===== config.mk =====
export PLATFORM = sky130hd
export DESIGN_NAME = histogram_reduce_stage_flat
export DESIGN_NICKNAME = d
export VERILOG_FILES = /design/src/rtl/histogram_pkg.sv /design/src/rtl/histogram_reduce_stage_if.sv /design/src/rtl/histogram_bin_adder.sv /design/src/rtl/histogram_reduce_stage.sv /design/src/flat_wrapper.sv
export SDC_FILE = /design/constraint.sdc
export NUM_CORES = 1
export LEC_CHECK = 0
export BUFFER_PORTS_ARGS = -buffer_cell sky130_fd_sc_hd__buf_2
export CAP_MARGIN = 40
export CORE_AREA = 2 2 101 93
export CTS_CLUSTER_SIZE = 28
export DETAILED_ROUTE_END_ITERATION = 12
export DIE_AREA = 0 0 103 95
export SKIP_LAST_GASP = 1
export SYNTH_ARGS = -nofsm -noshare
export SYNTH_HDL_FRONTEND = slang
export SYNTH_SLANG_ARGS = --single-unit

===== constraint.sdc =====
create_clock -name ap_clk -period 2.75 [get_ports ap_clk]
set_clock_uncertainty 0.05 [all_clocks]
set_input_delay 0.275 -clock ap_clk [delete_from_list [all_inputs] [get_ports ap_clk]]
set_output_delay 0.275 -clock ap_clk [all_outputs]
set_load 0.05 [all_outputs]

===== src/rtl/histogram_pkg.sv =====
// Shared types and sizing for the histogram dataflow (map stages, ping-pong channel, reduce stage).
package histogram_pkg;

    localparam int HIST_DATA_W = 32;
    localparam int HIST_BINS   = 256;
    localparam int HIST_ADDR_W = 8;

    typedef enum logic [1:0] {
        IDLE,
        RUN,
        FLUSH,
        DONE
    } hist_state_e;

endpackage


===== src/rtl/histogram_reduce_stage_if.sv =====
// ap_ctrl_chain handshake plus the two channel-tail read ports and the result write port.
interface histogram_reduce_stage_if #(
    parameter int DATA_W = histogram_pkg::HIST_DATA_W,
    parameter int ADDR_W = histogram_pkg::HIST_ADDR_W
);

    logic              ap_start;
    logic              ap_done;
    logic              ap_continue;
    logic              ap_idle;
    logic              ap_ready;

    logic [ADDR_W-1:0] hist1_address0;
    logic              hist1_ce0;
    logic [DATA_W-1:0] hist1_q0;
    logic [ADDR_W-1:0] hist2_address0;
    logic              hist2_ce0;
    logic [DATA_W-1:0] hist2_q0;

    logic [ADDR_W-1:0] output_r_address0;
    logic              output_r_ce0;
    logic              output_r_we0;
    logic [DATA_W-1:0] output_r_d0;

    // master is the reduce stage itself; slave is the surrounding channel/memory side
    modport master (
        input  ap_start, ap_continue, hist1_q0, hist2_q0,
        output ap_done, ap_idle, ap_ready,
        output hist1_address0, hist1_ce0, hist2_address0, hist2_ce0,
        output output_r_address0, output_r_ce0, output_r_we0, output_r_d0
    );

    modport slave (
        output ap_start, ap_continue, hist1_q0, hist2_q0,
        input  ap_done, ap_idle, ap_ready,
        input  hist1_address0, hist1_ce0, hist2_address0, hist2_ce0,
        input  output_r_address0, output_r_ce0, output_r_we0, output_r_d0
    );

endinterface


===== src/rtl/histogram_bin_adder.sv =====
// Per-bin combinational adder; HISTOGRAM_REDUCE_SAT_EN selects saturating instead of wrapping add.
module histogram_bin_adder #(
    parameter int DATA_W = histogram_pkg::HIST_DATA_W
) (
    input  logic [DATA_W-1:0] a,
    input  logic [DATA_W-1:0] b,
    output logic [DATA_W-1:0] sum
);

`ifdef HISTOGRAM_REDUCE_SAT_EN
    logic [DATA_W:0] wide_sum;

    assign wide_sum = {1'b0, a} + {1'b0, b};
    // a carry-out means the true count no longer fits, so clamp to all-ones
    assign sum      = wide_sum[DATA_W] ? '1 : wide_sum[DATA_W-1:0];
`else
    assign sum = a + b;
`endif

endmodule


===== src/rtl/histogram_reduce_stage.sv =====
// Final reduce stage: streams every bin of both channel tails once and writes hist1[i] + hist2[i].
// Build option HISTOGRAM_REDUCE_SAT_EN makes the per-bin add saturate instead of wrap.
module histogram_reduce_stage #(
    parameter int DATA_W = histogram_pkg::HIST_DATA_W,
    parameter int BINS   = histogram_pkg::HIST_BINS,
    parameter int ADDR_W = histogram_pkg::HIST_ADDR_W
) (
    input logic                      ap_clk,
    input logic                      ap_rst_n,
    histogram_reduce_stage_if.master bus
);

    import histogram_pkg::*;

    // counter carries one extra bit so the terminal count never aliases with address 0
    localparam logic [ADDR_W:0] LAST_CNT = (ADDR_W + 1)'(BINS - 1);
    localparam logic [ADDR_W:0] CNT_ONE  = (ADDR_W + 1)'(1);

    hist_state_e       state;
    hist_state_e       state_next;
    logic [ADDR_W:0]   rd_cnt;
    logic              rd_valid;
    logic [ADDR_W-1:0] rd_addr;
    logic              issue_rd;
    logic [DATA_W-1:0] bin_sum;

    always_ff @(posedge ap_clk) begin
        if (!ap_rst_n) begin
            state <= IDLE;
        end else begin
            state <= state_next;
        end
    end

    // read counter plus the valid/address pair that lines up with q0 one cycle later
    always_ff @(posedge ap_clk) begin
        if (!ap_rst_n) begin
            rd_cnt   <= '0;
            rd_valid <= 1'b0;
            rd_addr  <= '0;
        end else begin
            rd_valid <= issue_rd;
            rd_addr  <= rd_cnt[ADDR_W-1:0];
            if (state == IDLE) begin
                rd_cnt <= '0;
            end else if (issue_rd) begin
                rd_cnt <= rd_cnt + CNT_ONE;
            end
        end
    end

    always_comb begin
        state_next  = state;
        bus.ap_idle  = 1'b0;
        bus.ap_done  = 1'b0;
        bus.ap_ready = 1'b0;
        issue_rd     = 1'b0;
        case (state)
            IDLE: begin
                bus.ap_idle = 1'b1;
                if (bus.ap_start) begin
                    state_next = RUN;
                end
            end
            RUN: begin
                issue_rd = 1'b1;
                if (rd_cnt == LAST_CNT) begin
                    state_next = FLUSH;
                end
            end
            FLUSH: begin
                // last bin is being written now, so the channel tails can be handed back
                bus.ap_ready = 1'b1;
                state_next   = DONE;
            end
            DONE: begin
                bus.ap_done = 1'b1;
                if (bus.ap_continue) begin
                    state_next = IDLE;
                end
            end
            default: begin
                state_next = IDLE;
            end
        endcase
    end

    histogram_bin_adder #(
        .DATA_W (DATA_W)
    ) u_bin_adder (
        .a   (bus.hist1_q0),
        .b   (bus.hist2_q0),
        .sum (bin_sum)
    );

    assign bus.hist1_ce0         = issue_rd;
    assign bus.hist2_ce0         = issue_rd;
    assign bus.hist1_address0    = issue_rd ? rd_cnt[ADDR_W-1:0] : '0;
    assign bus.hist2_address0    = issue_rd ? rd_cnt[ADDR_W-1:0] : '0;

    assign bus.output_r_ce0      = rd_valid;
    assign bus.output_r_we0      = rd_valid;
    assign bus.output_r_address0 = rd_valid ? rd_addr : '0;
    assign bus.output_r_d0       = rd_valid ? bin_sum : '0;

endmodule

===== src/flat_wrapper.sv =====
// flat-port wrapper written by rule: the top's interface ports become plain ports
module histogram_reduce_stage_flat import histogram_pkg::*;
#(
    parameter int DATA_W = histogram_pkg::HIST_DATA_W,
    parameter int BINS   = histogram_pkg::HIST_BINS,
    parameter int ADDR_W = histogram_pkg::HIST_ADDR_W
)
  (ap_clk, ap_rst_n, bus_ap_start, bus_ap_continue, bus_hist1_q0, bus_hist2_q0, bus_ap_done, bus_ap_idle, bus_ap_ready, bus_hist1_address0, bus_hist1_ce0, bus_hist2_address0, bus_hist2_ce0, bus_output_r_address0, bus_output_r_ce0, bus_output_r_we0, bus_output_r_d0);
  histogram_reduce_stage_if #(.DATA_W(DATA_W), .ADDR_W(ADDR_W)) bus_i ();
  input logic ap_clk;
  input logic ap_rst_n;
  input wire logic [$bits(bus_i.ap_start)-1:0] bus_ap_start;
  input wire logic [$bits(bus_i.ap_continue)-1:0] bus_ap_continue;
  input wire logic [$bits(bus_i.hist1_q0)-1:0] bus_hist1_q0;
  input wire logic [$bits(bus_i.hist2_q0)-1:0] bus_hist2_q0;
  output wire logic [$bits(bus_i.ap_done)-1:0] bus_ap_done;
  output wire logic [$bits(bus_i.ap_idle)-1:0] bus_ap_idle;
  output wire logic [$bits(bus_i.ap_ready)-1:0] bus_ap_ready;
  output wire logic [$bits(bus_i.hist1_address0)-1:0] bus_hist1_address0;
  output wire logic [$bits(bus_i.hist1_ce0)-1:0] bus_hist1_ce0;
  output wire logic [$bits(bus_i.hist2_address0)-1:0] bus_hist2_address0;
  output wire logic [$bits(bus_i.hist2_ce0)-1:0] bus_hist2_ce0;
  output wire logic [$bits(bus_i.output_r_address0)-1:0] bus_output_r_address0;
  output wire logic [$bits(bus_i.output_r_ce0)-1:0] bus_output_r_ce0;
  output wire logic [$bits(bus_i.output_r_we0)-1:0] bus_output_r_we0;
  output wire logic [$bits(bus_i.output_r_d0)-1:0] bus_output_r_d0;
  assign bus_i.ap_start = bus_ap_start;
  assign bus_i.ap_continue = bus_ap_continue;
  assign bus_i.hist1_q0 = bus_hist1_q0;
  assign bus_i.hist2_q0 = bus_hist2_q0;
  assign bus_ap_done = bus_i.ap_done;
  assign bus_ap_idle = bus_i.ap_idle;
  assign bus_ap_ready = bus_i.ap_ready;
  assign bus_hist1_address0 = bus_i.hist1_address0;
  assign bus_hist1_ce0 = bus_i.hist1_ce0;
  assign bus_hist2_address0 = bus_i.hist2_address0;
  assign bus_hist2_ce0 = bus_i.hist2_ce0;
  assign bus_output_r_address0 = bus_i.output_r_address0;
  assign bus_output_r_ce0 = bus_i.output_r_ce0;
  assign bus_output_r_we0 = bus_i.output_r_we0;
  assign bus_output_r_d0 = bus_i.output_r_d0;
  histogram_reduce_stage #(.DATA_W(DATA_W), .BINS(BINS), .ADDR_W(ADDR_W)) u_core (.ap_clk(ap_clk), .ap_rst_n(ap_rst_n), .bus(bus_i));
endmodule

; After elaboration in Yosys (flattened, before gate mapping)
; Cells that the tools add are included.
[totals]
register_bits = 20
inputBits = 68
output_inout_bits = 63
wordCells = 28
[classes]
addsub = 2
n_eq_ne = 7
n_mux = 11
bitwise = 1
n_reduce_logical = 3
[op_table]
columns = cell, count
row1 = adder 32 bit, 1
row2 = two-way mux 32 bit, 1
row3 = two-way mux 8 bit, 2
row4 = adder 9 x 1 -> 9 bit (second input constant), 1
row5 = equality test 9 x 8 -> 1 bit (second input constant), 1
row6 = one-hot mux 2 bit (4 select lines), 1
row7 = two-way mux 2 bit, 3
row8 = equality test 2 bit (second input constant), 2
row9 = two-way mux 1 bit, 4
row10 = != test 2 bit (second input constant), 2
row11 = AND reduction 3 bit, 1
row12 = equality test 2 x 1 -> 1 bit (second input constant), 1
row13 = logical NOT 2 bit, 1
row14 = != test 2 x 1 -> 1 bit (second input constant), 1
row15 = OR reduction 2 bit, 1
row16 = NOT 1 bit, 1

; Longest topological paths before layout
; Gate-level depths: netlist of run 1.
[logic_depth]
depth_word = 3
ltp_mapped = 10
depth_no_buf = 10

; Modules after synthesis
; Synthesis of run 1 repeated with hierarchy kept, for this count alone.
[unflattened]
cells_unflattened = 424
hier_area_um2 = 3265.6
[modules_own_cells]
columns = mod, instances, cells_per_inst, area_each_um2, seq_area_each_um2
row1 = histogram_bin_adder, 1, 275, 2045.7, 0.0
row2 = histogram_reduce_stage, 1, 149, 1219.9, 400.4

; Least setup slack after synthesis of run 1
; Ideal clock, no wire load.
[synth_timing]
kind = input -> output
start = in bus_hist2_q0[0]
end = out bus_output_r_d0[30]
t_arrival_ns = 3.020
t_required_ns = 2.425
slack_ns = -0.595
path_stages = 9
n_path_buf = 0
path_cell_list = ha_1 inv_1 fa_1 and2b_1 o211ai_2 a31oi_4 a31oi_2 o22a_1 o311ai_1
[synth_via]
elab_chain_cells = 2
[synth_lines]
columns = item, line
row1 = "start, declared", flat_wrapper.sv:15  ; input wire logic [$bits(bus_i.hist2_q0)-1:0] bus_hist2_q0;
row2 = adder 32 bit, histogram_bin_adder.sv:17  ; assign sum = a + b;
row3 = two-way mux 32 bit, histogram_reduce_stage.sv:104  ; assign bus.output_r_d0 = rd_valid ? bin_sum : '0;
row4 = "end, declared", flat_wrapper.sv:26  ; output wire logic [$bits(bus_i.output_r_d0)-1:0] bus_output_r_d0;
; Every way passes these cells.

; Final worst setup path of run 1
[layout_timing]
start = in bus_hist2_q0[0]
end = out bus_output_r_d0[28]
; The elaborated chain is that of the path after synthesis.

==> results.ini, run 1 <==
[outcome]
status=finished, violations left
violations=negative setup slack

[cells_and_area]
fin_nets=672
layout_commonest_cell=buf_2
syn_to_final_growth_pct=44.03
finalNonFillerCells=687
final_cell_mix=buf_2 (115), buf_4 (51), nor2_1 (47)
diodes=0
drive_above_1_share=0.3929
design_area_mm2=0.004298

[setup_path]
endpoint_kind=primary output
crit_path_max_fanout=6
endpoint=bus_output_r_d0[28]
r2r-end=u_core.state[1]
rr_startpoint=u_core.rd_cnt[0]
required_ps=2420
cp.arrival_ps=2470
startpoint=bus_hist2_q0[0]
rrSetupSlack_ps=990
reg2reg_depth=8
worst-setup-path-type=in2out
critPathLaunchType=input port

[detailed_routing]
vias_per_cell=5.044
vias=3465
dr.pass1.iters=4
drc=0
ant_nets=0
drt_iter0_drc=123
routedWlPerCell_um=12.72
wl_mm=8.736

[synthesis]
synth_top_area_frac=0.1551
yosysWarningCount=0
synth_async_sr_flop_share=0
synth_cell_types=58
synth_nets=518
synth-edff-count=0
ys_ff_latch=20
yosysSeqAreaShare=0.1342
synth_top_cell_by_area=ha_1
synthFlopType=dfxtp_1
synthSimpleGateAreaFrac=0.2788
synthAdderAreaFrac=0.1618
syn_area_mm2=0.002984
yosys.area_share.xor_xnor=0.07338
synth_compound_area_frac=0.2742
synth_top_family_by_area=simple AND/OR/NAND/NOR gates
syn_inst=412
synth.avg_cell_area_um2=7.243
yosys-top-cells-area=ha_1 (16%), dfxtp_1 (13%), nor2_1 (6.8%)
synthMuxAreaShare=0.01342

[power_and_ir_drop]
p_leak_nw=2.098
total_power_mw=2.144
ir_drop_uv=520.1
power.density_mw_per_mm2=498.8

[timing]
fmax_mhz=358.0
hold_viol_final=0
min_period_over_period=1.016
worst-slew-pin-transition_ps=418.4
fin_ws_ps=-43.62
slew_headroom=0.7205
maxSlewViolCount=0
fin_crit_ps=2794
finalSetupViolations=1
rsz0062_at_grt=true
hold_ws_ps=304.5
final.setup.tns_ps=-43.62

[clocking]
clock-sinks=20
clk_latency_ps=260
cts_tree=done
cts_buffer_depth=2
cts-hold-fix-buffers=0
cts_root_buffer=clkbuf_8
clkSlewWorstSetupHoldPaths_ps=70
cts-buffers-inserted=3
htreeDepth=1

[die]
core_area_mm2=0.008836
fp.dieH_um=95
fp-row-count=33
pin_count=131
die_area_mm2=0.009785
die_w_um=103
initial_utilization=0.3377

[global_route]
grt_max_degree=21
grt.total_usage=0.1746
grt.overflow.total=0
grt_pass1_vias=3247
grt_pass1_wl_mm=14.16
antenna_found_initial=0

[placement]
gp_congestion=0.8949
dp_cells=681
placed_cell_area_mm2=0.004034
portBuffers=130
hpwl_mm=7.333

[flow_run]
max_cap_violations=0

[min_path]
hold_path.class=in2reg

==> flip-flops by register name, indices dropped and copies added (netlist names) <==
register,flops
u_core.bus.output_r_ce0,1
u_core.rd_addr,8
u_core.rd_cnt,9
u_core.state,2
==> critical path, stage by stage <==
cell and delay, ps:
buf_6 70, ha_4 130, inv_2 30, fa_2 320, and2b_1 220, o211ai_2 110, a31oi_4 300, a41oi_2 170
o311a_1 390, xor2_2 180, nor2_4 100, buf_8 150
==> power by group <==
part | switching [mW] | internal (mW) | leakage, nW
Clock | 0.0943 | 0.194 | 0.0357
Combinational | 0.996 | 0.522 | 1.90
Sequential | 0.0224 | 0.316 | 0.162
==> repair_timing <==
action | in CTS | in global routing
pin swaps | 10 | 13
gates resized for setup | 21 | 25
endpoints found under the setup margin | 11 | 17
buffers inserted | 0 | 2
==> Yosys cell counts (3+ instances only) <==
master    number
nor4_1         4
nor2_1        54
or3_1          4
dfxtp_1       20
a21oi_1       34
o21ai_0       16
nor3_1         7
xor2_1        14
o211ai_1       4
a21o_1        14
ha_1          37
and3_1         5
buf_2          3
nand2b_1       7
a31oi_1        4
xnor2_1       11
clkbuf_1      12
nor2b_1        5
buf_4         11
a211oi_1       5
o21ai_1        7
and2_1        30
mux2i_1        4
inv_1         13
o21a_1         3
nand4_1        6
nand2_1       33
nand3_1       10
==> metrics by stage <==
step / utilization / setup slack (ps)
after floorplan: - / -143.2
after global placement: 0.4565 / -216.5
after detailed placement: 0.4565 / -246.8
after CTS: 0.4751 / -109.2
after global routing: 0.4864 / -133.9
final: 0.4864 / -43.62
==> worst min-delay path by stage <==
stage | start | endpoint | depth (start not counted)
floorplan | ap_rst_n | u_core.state[1] | 1
global placement | u_core.rd_cnt[8] | u_core.rd_cnt[8] | 2
detailed placement | u_core.rd_cnt[8] | u_core.rd_cnt[8] | 2
CTS | ap_rst_n | u_core.state[0] | 3
global route | ap_rst_n | u_core.state[1] | 2
finish | ap_rst_n | u_core.state[0] | 3
==> kinds of logic (layout without fill, tap and decap cells) <==
group	Yosys count	count (layout)
compound gates	116	116
fa+ha+maj	38	38
xor+xnor	25	25
simple gates	170	170
flops	20	20
mux	4	4
buf+inv	39	192
==> final cells by class <==
type	instances	area (µm²)
multi-input cells	353	2569
inverters	13	48.80
flip-flops and latches	20	400.4
well taps	122	152.6
repair buffers	175	1056
fillers	883	4538
clock inverters	1	30.03
clock buffers	3	41.29
==> metal layers <==
layer / wire (µm) / vias to the layer above / GRT usage
met5: 0 / - / 0
met1: 4003 / 1572 / 0.2214
li1: - / 1764 / -
met2: 4122 / 114 / 0.3160
met3: 474 / 15 / 0.01554
met4: 136 / 0 / 0.04276
Power figures use the tool's default switching activity.
==> run 2, diff against run 1 <==
- CORE_AREA: 2 2 101 93 -> 2 2 89 83
- DIE_AREA: 0 0 103 95 -> 0 0 91 85
- MAX_ROUTING_LAYER: not set -> met4
- PLACE_DENSITY: not set -> 0.75
==> run 2 against run 1 <==
Effect of this change: the run still ends with negative setup slack left; combinational power barely moved; total power decreased by 0.26%; die area fell by 21%; highest routed layer unchanged.
==> results.ini, run 2 (same netlist as run 1, synthesis figures left out) <==
[clocking]
clock-sinks=20  ; unchanged
cts-buffers-inserted=3  ; unchanged
clk_latency_ps=250  ; about the same
cts_buffer_depth=2  ; unchanged
cts_tree=done
htreeDepth=1  ; unchanged
cts_root_buffer=clkbuf_8
clkSlewWorstSetupHoldPaths_ps=70  ; about the same

[die]
fp.dieH_um=85  ; -11%
initial_utilization=0.4375  ; +0.09973
die_area_mm2=0.007735  ; -21%
die_w_um=91  ; -12%
core_area_mm2=0.006822  ; -23%
fp-row-count=29  ; -12%
pin_count=131  ; unchanged

[setup_path]
worst-setup-path-type=in2out
required_ps=2420  ; about the same
endpoint_kind=primary output
crit_path_max_fanout=4  ; -2
critPathLaunchType=input port
cp.arrival_ps=2450  ; -20 ps

[timing]
hold_viol_final=0  ; unchanged
maxSlewViolCount=0  ; unchanged
rsz0062_at_grt=true
fin_crit_ps=2780  ; -13.77 ps
fmax_mhz=359.7  ; +0.50%
fin_ws_ps=-29.85  ; +13.77 ps
finalSetupViolations=2  ; +1
worst-slew-pin-transition_ps=688.4  ; +270.0 ps
slew_headroom=0.5406  ; -0.1799
hold_ws_ps=298.8  ; -5.679 ps
min_period_over_period=1.011  ; -0.005008

[cells_and_area]
final_cell_mix=buf_2 (116), nor2_1 (47), buf_4 (46)
layout_commonest_cell=buf_2
syn_to_final_growth_pct=42.43
seqCellArea_um2=400.4  ; unchanged
fillers=643  ; -27%
drive_above_1_share=0.3915  ; -0.001461
largest_reg_flops=9  ; unchanged
reg.largest.list=u_core.rd_cnt: 9 flops, u_core.rd_addr: 8 flops, u_core.state: 2 flops
top_register=u_core.rd_cnt
post-route-util=0.6231  ; +0.1367
diodes=0  ; unchanged
multi_input_comb_area_mm2=0.002582  ; +0.54%
fin_nets=669  ; -0.45%

[outcome]
violations=negative setup slack
status=finished, violations left

[global_route]
grt_max_degree=21  ; unchanged
grt.total_usage=0.2163  ; +0.04172
grt_pass1_vias=3285  ; +1.2%
antenna_found_initial=0  ; unchanged
grt.overflow.total=0  ; unchanged
grt_pass1_wl_mm=14.08  ; -0.58%

[detailed_routing]
drt_iter0_drc=165  ; +34%
wl_mm=8.766  ; +0.34%
dr.pass1.iters=5  ; +1
ant_nets=0  ; unchanged
vias_per_cell=5.421  ; +7.5%
routedWlPerCell_um=13.38  ; +5.2%
drc=0  ; unchanged
vias=3551  ; +2.5%

[power_and_ir_drop]
p_leak_nw=2.078  ; -0.96%
pwr-share-seq=0.159  ; about the same
total_power_mw=2.138  ; -0.26%
power.share.clock=0.136  ; about the same
power.density_mw_per_mm2=503.1  ; +0.86%
pwr-share-comb=0.705  ; -0.003
p_sw_frac=0.5221  ; +0.003161
p_int_mw=1.022  ; -0.91%
p_sw_mw=1.116  ; +0.35%
ir_drop_uv=749.3  ; +44%

[flow_run]
max_cap_violations=0  ; unchanged

[min_path]
hold_path.class=in2reg

[placement]
dp_slack_ps=-279.6  ; -32.82 ps
hpwl_mm=7.110  ; -3.0%
portBuffers=130  ; unchanged
gp_congestion=0.9141  ; +2.1%

==> run 2: changes by cell type in the layout (fill, tap and decap cells not counted), sizes merged <==
cell,delta
buf,-4
clkbuf,+1
==> run 2: layout make-up <==
| class | instances | area share |
|---|---|---|
| multi-input combinational | 353 | 0.6076 |
| timing repair buffer | 172 | 0.2426 |
| sequential | 20 | 0.09420 |
| tap | 93 | 0.02738 |
| inverter | 13 | 0.01148 |
| clock buffer | 3 | 0.009714 |
| clock inverter | 1 | 0.007065 |
==> run 2: path summary, 6_finish.rpt <==
kind / slack, ps / from / end / depth (start not counted)
max: -30 / bus_hist1_q0[0] / bus_output_r_d0[26] / 12
min: 300 / ap_rst_n / u_core.state[0] / 3
max reg2reg: 960 / u_core.rd_cnt[0] / u_core.state[1] / 8
min reg2reg: 470 / u_core.rd_cnt[7] / u_core.rd_addr[7] / 1
==> run 2: timing repair <==
action,4_1_cts,5_1_grt
setup buffers,2,3
pin swaps,8,10
setup endpoints to repair,8,16
resized for setup,16,32
hold buffers,0,0
==> run 2: critical path, cell delays in order <==
cell	delay [ps]
buf_8	100
ha_4	150
inv_2	60
fa_2	180
and2b_1	190
o211ai_2	200
a31oi_4	150
a31oi_4	270
o31ai_4	90
a211oi_2	300
mux2i_4	300
buf_6	180
==> run 2: power groups by stage <==
stage | Combinational [mW] | Sequential [mW] | Clock (mW)
2_1_floorplan | 1.07 | 0.353 | 0
3_3_place_gp | 1.40 | 0.343 | 0
5_1_grt | 1.61 | 0.344 | 0.305
3_5_place_dp | 1.42 | 0.346 | 0
6_report | 1.51 | 0.340 | 0.290
4_1_cts | 1.46 | 0.340 | 0.295
==> run 2: per-layer routing <==
| layer | global-route usage | vias up | part of all wire |
|---|---|---|---|
| li1 | - | 1756 | - |
| met4 | 0.04270 | 0 | 0.0062 |
| met3 | 0.02842 | 6 | 0.070 |
| met2 | 0.3993 | 140 | 0.51 |
| met1 | 0.2520 | 1649 | 0.41 |
| met5 | - | - | 0 |
==> run 2: metrics by stage <==
step           setup TNS (ps)  cell area (µm²)  instances
4_1_cts                -66.54             4111        652
5_1_grt                -284.5             4250        655
2_1_floorplan          -143.2             3050        412
6_report               -31.46             4250        655
3_3_place_gp           -724.1             3953        646
3_5_place_dp            -1092             3953        646
==> run 3, diff against run 2 <==
- ABC_AREA: not set -> 1
- CORE_AREA: 2 2 89 83 -> 2 2 98 91
- DIE_AREA: 0 0 91 85 -> 0 0 100 93
- PLACE_DENSITY: 0.75 -> 0.72
==> run 3 against run 2 <==
Effect of this change: via count rose by 22%; the run now ends clean; critical endpoint is now bus_output_r_d0[24]; non-clock buffer count fell by 40; total power fell by 8.8%; critical path depth rose by 2; worst setup slack improved by 280 ps; sequential cell count did not move; sequential share of layout area fell by 0.31 points.
==> results.ini, run 3 <==
[setup_path]
critPathLaunchType=input port
reg2reg_depth=9  ; +1
r2r-end=u_core.rd_cnt[7]
rrSetupSlack_ps=830  ; -130 ps
required_ps=2420  ; about the same
cp_common_cell=nand2_1
endpoint_kind=primary output
rr_startpoint=u_core.state[1]
crit_slowest_cell=fa_1
worst-setup-path-type=in2out
crit_path_max_fanout=5  ; +1
max_stage_delay_ps=370  ; +70 ps
worstPathCellList=buf_2, ha_1, inv_1, fa_1, inv_1, nand3_1, nand3_1, nand2_1, nand2_1, nand2_1, nand4_1, nand2_1, nor2_1, buf_2
cp.arrival_ps=2170  ; -280 ps

[placement]
dp_cells=899  ; +39%
gp_congestion=0.9934  ; +8.7%
hpwl_mm=9.121  ; +28%
portBuffers=130  ; unchanged

[timing]
worst-slew-pin-transition_ps=711.8  ; +23.42 ps
maxSlewViolCount=0  ; unchanged
fmax_mhz=400.5  ; +11%
finalSetupViolations=0  ; -2
hold_viol_final=0  ; unchanged
final.setup.tns_ps=0  ; +31.46 ps
min_period_over_period=0.9080  ; -0.1028
fin_crit_ps=2497  ; -282.7 ps
slew_headroom=0.5248  ; -0.01576
rsz0062_at_grt=false

[detailed_routing]
vias_per_cell=4.785  ; -12%
routedWlPerCell_um=11.54  ; -14%
ant_nets=0  ; unchanged
dr.pass1.iters=4  ; -1
wl_mm=10.42  ; +19%
drt_iter0_drc=205  ; +24%
drc=0  ; unchanged
vias=4321  ; +22%

[synthesis]
synthMuxAreaShare=0  ; -0.01342
yosysSeqAreaShare=0.1100  ; -0.02421
synth_compound_area_frac=0.1034  ; -0.1708
synth_top_cell_by_area=nand2_1
synth.avg_cell_area_um2=5.354  ; -26%
ys_ff_latch=20  ; unchanged
synth_top_family_by_area=simple AND/OR/NAND/NOR gates
syn_inst=680  ; +65%
synth_async_sr_flop_share=0  ; unchanged
synthSimpleGateAreaFrac=0.4519  ; +0.1731
synth_most_common_cell=nand2_1
synthAdderAreaFrac=0.1326  ; -0.02920
yosysWarningCount=0  ; unchanged
syn_area_mm2=0.003641  ; +22%
synthFlopType=dfxtp_1
yosys.area_share.xor_xnor=0.01203  ; -0.06135
synth_nets=786  ; +52%
yosys-top-cells-area=nand2_1 (24%), inv_1 (15%), ha_1 (13%)
synth.top_cells.by_count=nand2_1 (232), inv_1 (145), nor2_1 (63), a21oi_1 (45), ha_1 (37)
synth-edff-count=0  ; unchanged
synth_top_area_frac=0.2392  ; +0.08404
synth_cell_types=32  ; -45%

[min_path]
hold_path_end=u_core.rd_addr[2]
min_from=ap_rst_n
hold_path.class=in2reg
worstHoldPathCells=3  ; unchanged

[die]
fp.dieH_um=93  ; +9.4%
die_area_mm2=0.009300  ; +20%
pin_count=131  ; unchanged
fp-row-count=32  ; +10%
die_w_um=100  ; +9.9%
initial_utilization=0.4372  ; about the same
core_area_mm2=0.008328  ; +22%

[clocking]
cts-buffers-inserted=3  ; unchanged
cts_tree=done
clock-sinks=20  ; unchanged
cts_setup_buffers=0  ; -2
clkSlewWorstSetupHoldPaths_ps=80  ; about the same
htreeDepth=1  ; unchanged
clk_latency_ps=270  ; +20 ps
cts-hold-fix-buffers=0  ; unchanged
cts_buffer_depth=2  ; unchanged
ctsResizeCount=0  ; -16
cts_root_buffer=clkbuf_8

[outcome]
status=completed

[cells_and_area]
diodes=0  ; unchanged
multi_input_comb_area_mm2=0.002549  ; -1.3%
syn_to_final_growth_pct=20.72
fillers=879  ; +37%
top_register=u_core.rd_cnt
layout_commonest_cell=nand2_1
finalNonFillerCells=903  ; +38%
final_cell_mix=nand2_1 (232), inv_1 (145), buf_2 (130)
seqCellArea_um2=400.4  ; unchanged
drive_above_1_share=0.2310  ; -0.1605
reg.largest.list=u_core.rd_cnt: 9 flops, u_core.rd_addr: 8 flops, u_core.state: 2 flops
post-route-util=0.5278  ; -0.09528
fin_nets=908  ; +36%
largest_reg_flops=9  ; unchanged

[power_and_ir_drop]
ir_drop_uv=637.4  ; -15%
p_sw_frac=0.5510  ; +0.02894
p_leak_nw=2.911  ; +40%
total_power_mw=1.951  ; -8.8%
power.share.clock=0.149  ; +0.013
pwr-share-comb=0.670  ; -0.035
p_sw_mw=1.075  ; -3.7%
power.density_mw_per_mm2=443.9  ; -12%
p_int_mw=0.8759  ; -14%
pwr-share-seq=0.181  ; +0.022

[flow_run]
max_cap_violations=0  ; unchanged

[global_route]
grt.overflow.total=0  ; unchanged
grt_max_degree=17  ; -19%
grt.total_usage=0.2248  ; +0.008543
grt_pass1_vias=3810  ; +16%
grt_pass1_wl_mm=16.86  ; +20%
antenna_found_initial=0  ; unchanged

-- run 3: through the flow --
step	hold WS [ps]	worst slack, ps	cell area [µm²]
detailed placement	429.2	255.8	4324
global placement	421.8	294.4	4324
floorplan	367.2	198.6	3641
finish	278.2	252.9	4395
CTS	276.5	252.7	4395
global route	295.3	18.63	4395
-- run 3: cells by family after synthesis --
kind of cell / Yosys count
adder cells (fa/ha/maj): 38
flip-flops: 20
AO/OA/AOI/OAI: 70
XOR/XNOR: 5
AND/OR/NAND/NOR: 377
buffers and inverters: 170
-- run 3: layer usage --
layer / track usage / routed length [µm] / share of wire
met3: 0.009716 / 574 / 0.055
met1: 0.2980 / 4931 / 0.47
met4: 0.03767 / 112 / 0.011
met2: 0.3885 / 4804 / 0.46
met5: - / 0 / 0
-- run 3: power by group through the flow --
| stage | sequential (mW) | combinational [mW] | clock, mW |
|---|---|---|---|
| after floorplan | 0.355 | 1.02 | 0 |
| after detailed placement | 0.360 | 1.30 | 0 |
| after CTS | 0.353 | 1.30 | 0.295 |
| after global placement | 0.358 | 1.29 | 0 |
| after global routing | 0.359 | 1.42 | 0.310 |
| final | 0.353 | 1.31 | 0.291 |
-- run 3: worst max-delay path by stage --
stage / startpoint / endpoint / slack [ps]
2_1_floorplan: bus_hist2_q0[0] / bus_output_r_d0[16] / 200
3_3_place_gp: bus_hist2_q0[0] / bus_output_r_d0[24] / 290
3_5_place_dp: bus_hist2_q0[0] / bus_output_r_d0[28] / 260
4_1_cts: bus_hist2_q0[0] / bus_output_r_d0[28] / 250
5_1_grt: bus_hist2_q0[0] / bus_output_r_d0[24] / 20
6_report: bus_hist2_q0[0] / bus_output_r_d0[24] / 250
-- run 3: area by class of cell --
cell class,instances,area share
clock buffer,3,0.009394
clock inverter,1,0.006832
inverter,155,0.1324
multi-input combinational,490,0.5798
sequential,20,0.09109
tap,102,0.02903
timing repair buffer,132,0.1514
-- run 3: critical path: cells and delay by family --
kind	cells	cell delay [ps]
simple gates	8	780
fa+ha+maj	2	560
buf+inv	4	580
